[config.mk]
export PLATFORM = sky130hd
export DESIGN_NAME = pal_cfg_loader
export DESIGN_NICKNAME = d
export VERILOG_FILES = /design/src/rtl/pal_pkg.sv /design/src/rtl/pal_cfg_piso.sv /design/src/rtl/pal_cfg_loader.sv
export SDC_FILE = /design/constraint.sdc
export NUM_CORES = 1
export LEC_CHECK = 0
export ABC_CLOCK_PERIOD_IN_PS = 6200
export CELL_PAD_IN_SITES_DETAIL_PLACEMENT = 0
export CELL_PAD_IN_SITES_GLOBAL_PLACEMENT = 2
export CORE_MARGIN = 5
export CORE_UTILIZATION = 39
export DETAILED_ROUTE_END_ITERATION = 10
export PLACE_DENSITY = 0.91
export SYNTH_ARGS = -nofsm -noshare
export SYNTH_HDL_FRONTEND = slang
export SYNTH_HIERARCHICAL = 1
export SYNTH_SLANG_ARGS = --single-unit
[constraint.sdc]
create_clock -name clk_i -period 6.2 [get_ports clk_i]
set_input_delay 1.24 -clock clk_i [delete_from_list [all_inputs] [get_ports clk_i]]
set_output_delay 1.24 -clock clk_i [all_outputs]
set_load 0.005 [all_outputs]
[src/rtl/pal_pkg.sv]
// Shared PAL configuration constants, sizing helpers and the loader state encoding.
// The PAL and its loader both size the configuration chain from these functions.
package pal_pkg;

    localparam int BYTE_W = 8;

    function automatic int pal_sr_len(input int n, input int m, input int p);
        return 2 * n * p + p * m;
    endfunction

    function automatic int pal_cfg_bytes(input int len);
        return (len + BYTE_W - 1) / BYTE_W;
    endfunction

    typedef enum logic [1:0] {
        IDLE = 2'd0,
        LOAD = 2'd1,
        DONE = 2'd2
    } cfg_state_t;

endpackage

[src/rtl/pal_cfg_piso.sv]
// Byte hold buffer feeding an 8-bit MSB-first shifter; emits a registered serial bit/valid pair.
// The shifter reloads on the edge that emits its last bit, so back-to-back bytes shift without gaps.
module pal_cfg_piso
    import pal_pkg::*;
#(
    parameter int LIM_W = 8
) (
    input  logic              clk_i,
    input  logic              rst_ni,
    input  logic              clear_i,
    input  logic [BYTE_W-1:0] byte_i,
    input  logic              byte_valid_i,
    output logic              byte_ready_o,
    input  logic [LIM_W-1:0]  limit_i,
    output logic              shift_o,
    output logic              ser_data_o,
    output logic              ser_valid_o
);

    localparam int CNT_W = $clog2(BYTE_W + 1);

    logic [BYTE_W-1:0] hold_q;
    logic              hold_full_q;
    logic [BYTE_W-1:0] sh_q;
    logic [CNT_W-1:0]  cnt_q;
    logic              ser_valid_q;
    logic              ser_data_q;

    logic accept;
    logic drain;
    logic load;

    // A zero limit stops shifting; this is how the unused low bits of the last byte get discarded.
    assign shift_o      = (cnt_q != '0) && (limit_i != '0);
    assign drain        = (cnt_q == '0) || ((cnt_q == CNT_W'(1)) && shift_o);
    assign load         = hold_full_q && drain;
    assign byte_ready_o = !hold_full_q;
    assign accept       = byte_valid_i && !hold_full_q;
    assign ser_valid_o  = ser_valid_q;
    assign ser_data_o   = ser_data_q;

    // NOTE: every register here updates with <= so all reads in this edge see pre-edge values.
    always_ff @(posedge clk_i) begin
        if (!rst_ni || clear_i) begin
            hold_q      <= '0;
            hold_full_q <= 1'b0;
            sh_q        <= '0;
            cnt_q       <= '0;
            ser_valid_q <= 1'b0;
            ser_data_q  <= 1'b0;
        end else begin
            ser_valid_q <= shift_o;
            if (shift_o) begin
                ser_data_q <= sh_q[BYTE_W-1];
            end
            if (load) begin
                sh_q  <= hold_q;
                cnt_q <= CNT_W'(BYTE_W);
            end else if (shift_o) begin
                sh_q  <= sh_q << 1;
                cnt_q <= cnt_q - 1'b1;
            end
            if (accept) begin
                hold_q      <= byte_i;
                hold_full_q <= 1'b1;
            end else if (load) begin
                hold_full_q <= 1'b0;
            end
        end
    end

endmodule

[src/rtl/pal_cfg_loader.sv]
// PAL configuration loader: accepts bytes over valid/ready and shifts exactly SR_LEN bits
// onto the PAL EN/CFG chain, then flags DONE until the next START.
module pal_cfg_loader
    import pal_pkg::*;
#(
    parameter int N = 8,
    parameter int M = 8,
    parameter int P = 8
) (
    input  logic              clk_i,
    input  logic              rst_ni,
    input  logic              start_i,
    input  logic [BYTE_W-1:0] data_i,
    input  logic              data_valid_i,
    output logic              data_ready_o,
    output logic              sr_en_o,
    output logic              sr_cfg_o,
    output logic              busy_o,
    output logic              done_o
);

    localparam int SR_LEN = pal_sr_len(N, M, P);
    localparam int NBYTES = pal_cfg_bytes(SR_LEN);
    localparam int TW     = $clog2(SR_LEN + 1);
    localparam int BW     = $clog2(NBYTES + 1);

    cfg_state_t    state_q;
    logic [TW-1:0] total_q;
    logic [BW-1:0] bytes_q;
    logic          busy_q;
    logic          done_q;

    logic          hold_ready;
    logic          shift;
    logic          accept;
    logic [TW-1:0] limit;

    assign limit        = TW'(SR_LEN) - total_q;
    assign data_ready_o = (state_q == LOAD) && hold_ready && (bytes_q < BW'(NBYTES));
    // START takes priority over a byte offered in the same cycle.
    assign accept       = data_valid_i && data_ready_o && !start_i;
    assign busy_o       = busy_q;
    assign done_o       = done_q;

    pal_cfg_piso #(
        .LIM_W(TW)
    ) u_piso (
        .clk_i       (clk_i),
        .rst_ni      (rst_ni),
        .clear_i     (start_i),
        .byte_i      (data_i),
        .byte_valid_i(accept),
        .byte_ready_o(hold_ready),
        .limit_i     (limit),
        .shift_o     (shift),
        .ser_data_o  (sr_cfg_o),
        .ser_valid_o (sr_en_o)
    );

    always_ff @(posedge clk_i) begin
        if (!rst_ni) begin
            state_q <= IDLE;
            total_q <= '0;
            bytes_q <= '0;
            busy_q  <= 1'b0;
            done_q  <= 1'b0;
        end else if (start_i) begin
            state_q <= LOAD;
            total_q <= '0;
            bytes_q <= '0;
            busy_q  <= 1'b1;
            done_q  <= 1'b0;
        end else if (state_q == LOAD) begin
            if (accept) begin
                bytes_q <= bytes_q + 1'b1;
            end
            if (shift) begin
                total_q <= total_q + 1'b1;
            end
            // DONE rises on the same edge that registers the final SR_EN pulse.
            if (shift && (total_q == TW'(SR_LEN - 1))) begin
                state_q <= DONE;
                busy_q  <= 1'b0;
                done_q  <= 1'b1;
            end
        end
    end

endmodule

**Yosys cells after proc, flatten, opt, wreduce, memory -nomap -nowiden**

Cells that the tools add are included.

- Muxes and demuxes: 12
- Reduce and logical (&&, ||, !) cells: 27
- Bitwise operators: 1
- Equality and inequality tests: 3
- $add $sub $neg: 4
- Order comparisons: 1

Operators by type and width:

| cell | number |
|---|---|
| $mux W8 | 2 |
| $logic_and A1 B1 Y1 | 9 |
| $add A8 B1 Y8 const B | 1 |
| $eq A8 B8 Y1 const B | 1 |
| $mux W1 | 8 |
| $mux W4 | 2 |
| $reduce_and A2 Y1 | 4 |
| $reduce_bool A2 Y1 | 4 |
| $reduce_bool A8 Y1 | 1 |
| $sub A8 B8 Y8 const A | 1 |
| $add A5 B1 Y5 const B | 1 |
| $lt A5 B5 Y1 const B | 1 |
| $eq A4 B1 Y1 const B | 1 |
| $logic_not A4 Y1 | 1 |
| $reduce_bool A4 Y1 | 1 |
| $reduce_or A2 Y1 | 2 |
| $sub A4 B1 Y4 const B | 1 |
| $logic_not A1 Y1 | 3 |
| $eq A2 B1 Y1 const B | 1 |
| $logic_or A1 B1 Y1 | 2 |
| $not A1 Y1 | 1 |

- Logic and storage cells: 60
- Input port bits: 12
- Register bits after elaboration: 39
- Output and inout bits: 5

**Depth between registers and ports, before layout**

- Word-level depth: 8
- Gate-level depth with buffers: 12
- Mapped depth without buffers: 11

**Hierarchy**

Netlist, hierarchy kept.

By module, submodules not included:

| module | area an instance (sq um) | instances | cells each |
|---|---|---|---|
| pal_cfg_piso | 1106.1 | 1 | 105 |
| pal_cfg_loader | 853.3 | 1 | 96 |

**Least setup slack after synthesis**

No wires, ideal clock.

- Path kind: input to register
- Start point: input port data_valid_i
- End point: register u_piso.hold_q[0]
- Data required time: 6.072 ns
- Path buffers: 2
- Library setup time: 0.128 ns
- Stages: 7
- Data arrival time: 2.437 ns
- Setup slack: 3.636 ns
- Cell sequence: nor2b_4 > and4_4 > buf_6 > nor2b_1 > clkbuf_1 > mux2i_1 > nor2_1

- Longest elaborated chain between the ends: 3

RTL lines:

| element | RTL line | source |
|---|---|---|
| from (decl) | pal_cfg_loader.sv:14 | `input logic data_valid_i,` |
| $logic_and A1 B1 Y1 (2 in a row) | pal_cfg_loader.sv:41 | `assign accept = data_valid_i && data_ready_o && !start_i;` |
| named net accept | pal_cfg_loader.sv:35 | `logic accept;` |
| $logic_and A1 B1 Y1 | pal_cfg_piso.sv:38 | `assign accept = byte_valid_i && !hold_full_q;` |
| to (signal assigned) | pal_cfg_piso.sv:64 | `hold_q <= byte_i;` |
| to (decl) | pal_cfg_piso.sv:22 | `logic [BYTE_W-1:0] hold_q;` |

The timed path passes the listed nets, and every way through them passes these cells.
A chain may end at the register's enable or synchronous reset.

**Final worst setup path**

- Start point: input port start_i
- End point: register u_piso.hold_q[0]

- Longest elaborated chain between the ends: 3

RTL lines:

| element | RTL line | source |
|---|---|---|
| from (decl) | pal_cfg_loader.sv:12 | `input logic start_i,` |
| $logic_not A1 Y1 | pal_cfg_loader.sv:41 |  |
| $logic_and A1 B1 Y1 | pal_cfg_loader.sv:41 |  |
| $logic_and A1 B1 Y1 | pal_cfg_piso.sv:38 |  |

Several ways; a longest one is shown, not always the timed one.

==> impl_metrics.tcl <==
set metrics [dict create \
    status "completed" \
    r2r_setup_slack_ns 3.19 \
    synthTopCellsByArea "dfxtp_1 39%, mux2i_1 8.7%, nor2_1 4.6%" \
    yosysWarningCount 6 \
    hpwl_um 2460 \
    min_period_ns 3.11 \
    synth_seq_area_share_pct 38.8 \
    synth_cells 201 \
    via_count 1372 \
    dp_cells 276 \
    pwr_density_cell_nw_per_um2 307 \
    clkSlewWorstSetupHoldPaths_ns 0.06 \
    wl_per_cell_um 12.2 \
    cap_viol_max_count 0 \
    grt_pass1_vias 1254 \
    layout-drive-gt1-share_pct 13.4 \
    cts_tree "yes" \
    min_path_type "flop to flop" \
    finalSetupViolations 0 \
    switching_share_pct 34.9 \
    cp-end-kind "flop" \
    p_switching_uw 237 \
    final-instance-count-excl-fill 283 \
    worst_pin_slew_ns 1.08 \
    hold_viol 0 \
    min_path_cells 2 \
    rsz0062_at_grt "no" \
    synth_commonest_cells "38 x dfxtp_1, 24 x nor2_1, 17 x mux2i_1" \
    wl_um 3450 \
    portBuffers 16 \
    fin_setup_tns_ns 0 \
    ys_async_sr_fraction_pct 0 \
    grt_overflow 0 \
    min_delay_worst_endpoint "u_piso/sh_q[0]" \
    num_rows 25 \
    grt_antenna_before_repair 0 \
    syn-num-nets 218 \
    seqPwrFrac_pct 40.1 \
    required_ns 6.32 \
    die_x_um 80.9 \
    diodes 0 \
    htreeDepth 2 \
    crit_fanout 9 \
    comb_power_share_pct 36.5 \
    yosys.area.top_type_share_pct 38.8 \
    firstDrtPassIters 4 \
    die_h_um 80.9 \
    ctsResizeCount 0 \
    synth-main-ff-cell "dfxtp_1" \
    initial_core_util_pct 40.9 \
    r2r_cells 10 \
    die_area_sq_um 6540 \
    cts_buffers 5 \
    routabilityCongestion 0.725 \
    clk_latency_ns 0.29 \
    ant_nets 0 \
    postCtsSetupRepairBufs 0 \
    drc 0 \
    worst_slew_margin_rel_pct 28.0 \
    yosysTopAreaCell "dfxtp_1" \
    drt_iter0_markers 42 \
    syn_to_final_growth_pct 13.1 \
    cts_buffer_depth 2 \
    ys_ff_latch 38 \
    crit_path_start_kind "input pin" \
    vdd_drop_max_v 0.000177 \
    io_pins 17 \
    r2r_start "total_q[2]" \
    final_max_slew_viol_count 0 \
    hold_ws_ns 0.488 \
    p_int_uw 443 \
    track_usage_pct 12.1 \
    grt_pass1_wl_um 6070 \
    coreArea_sq_um 4790 \
    vias_per_cell 4.85 \
    fin_util_pct 46.3 \
    fin_nets 233 \
    fmax_mhz 322 \
    grt_max_degree 24 \
    cts-root-buf "clkbuf_8" \
    power.share.clock_pct 23.4 \
    min_period_over_period_pct 50.1 \
    synthesis.area_sq_um 1960 \
    min_from "u_piso/sh_q[0]" \
    synth-edff-count 0 \
    synth_most_common_cell "dfxtp_1" \
    critPathKind "input pin to flop" \
    avgSynthCellArea_sq_um 9.75 \
    cts_num_sinks 38 \
    fin_skew_ns 0.0149 \
    p_leak_uw 0.000819 \
    holdBufCountCts 0 \
    synthDistinctLibCells 48 \
    arrival_ns 3.23 \
    r2r_end "done_o" \
]
cells in the final DEF (no fill, tap or decap), drive strengths merged, types with 2 or more instances in the layout:
cell and count:
dfxtp 38, nor2 25, mux2i 17, clkdlybuf4s50 16, a211oi 14, nand2 13
xnor2 10, inv 9, nor3 7, a21oi 7, o21ai 7, clkbuf 7
ha 5, nor2b 4, xor2 3, nand2b 3, a31oi 3, or3 3
nor4 3, nand3 2, or4 2, and3 2, a211o 2
worst max-delay path, stage by stage:
cell	delay (ns)
clkdlybuf4s50_1	0.51
nor2b_4	0.14
and4_4	0.30
nor2b_1	0.72
mux2i_1	0.26
nor2_1	0.05
cell families (layout without fill, tap and decap cells):
logic type | Yosys count | in the layout | synth area share [%]
and+or+nand+nor | 70 | 70 | 21.1
adders and majority gates | 5 | 5 | 3.19
muxes | 17 | 17 | 8.68
AOI/OAI and AO/OA | 40 | 40 | 17.2
buffers and inverters | 18 | 33 | 5.17
DFF | 38 | 38 | 38.8
xor gates and xnor gates | 13 | 13 | 5.81
cell type report:
type	count	area (sq um)
clock buffer	7	76.3
tap	67	83.8
inverter	10	37.5
timing repair buffer	16	160
fill	461	2570
sequential	38	761
multi-input combinational	145	1100
sequential cells by signal, indices dropped and copies added, names as in the netlist:
name / flops
bytes_q: 5
u_piso/cnt_q: 4
u_piso/ser_valid_o: 1
u_piso/hold_q: 8
u_piso/hold_full_q: 1
u_piso/ser_data_o: 1
busy_o: 1
u_piso/sh_q: 8
done_o: 1
total_q: 8
routing by layer:
layer / vias up / routed length [um] / track usage (%)
li1: 747 / - / -
met1: 608 / 1850 / 16.9
met2: 13 / 1440 / 16.8
met3: 4 / 110 / 4.10
met4: 0 / 48 / 5.07
met5: - / 0 / 0
worst max-delay path by stage:
stage	from	endpoint	slack, ns	cells past startpoint
final	start_i	u_piso/hold_q[0]	3.09	6
after global routing	start_i	u_piso/hold_q[7]	2.91	6
after CTS	start_i	u_piso/hold_q[2]	3.08	6
after detailed placement	start_i	u_piso/hold_q[4]	2.78	6
after global placement	start_i	u_piso/hold_q[5]	2.80	6
after floorplan	data_valid_i	u_piso/hold_q[0]	3.64	7
through the flow:
stage               worst slack (ns)  total power, uW  instance area [sq um]
floorplan                       3.64              512                   1960
global placement                2.80              528                   2140
detailed placement              2.78              527                   2140
CTS                             3.08              687                   2220
global route                    2.91              728                   2220
finish                          3.09              680                   2220
power by group through the flow:
stage / clock network [uW] / registers (uW) / logic [uW]
after floorplan: 0 / 275 / 237
after global placement: 0 / 278 / 250
after detailed placement: 0 / 278 / 249
after CTS: 164 / 272 / 250
after global routing: 180 / 275 / 272
final: 159 / 273 / 248
Power figures use the tool's default switching activity.
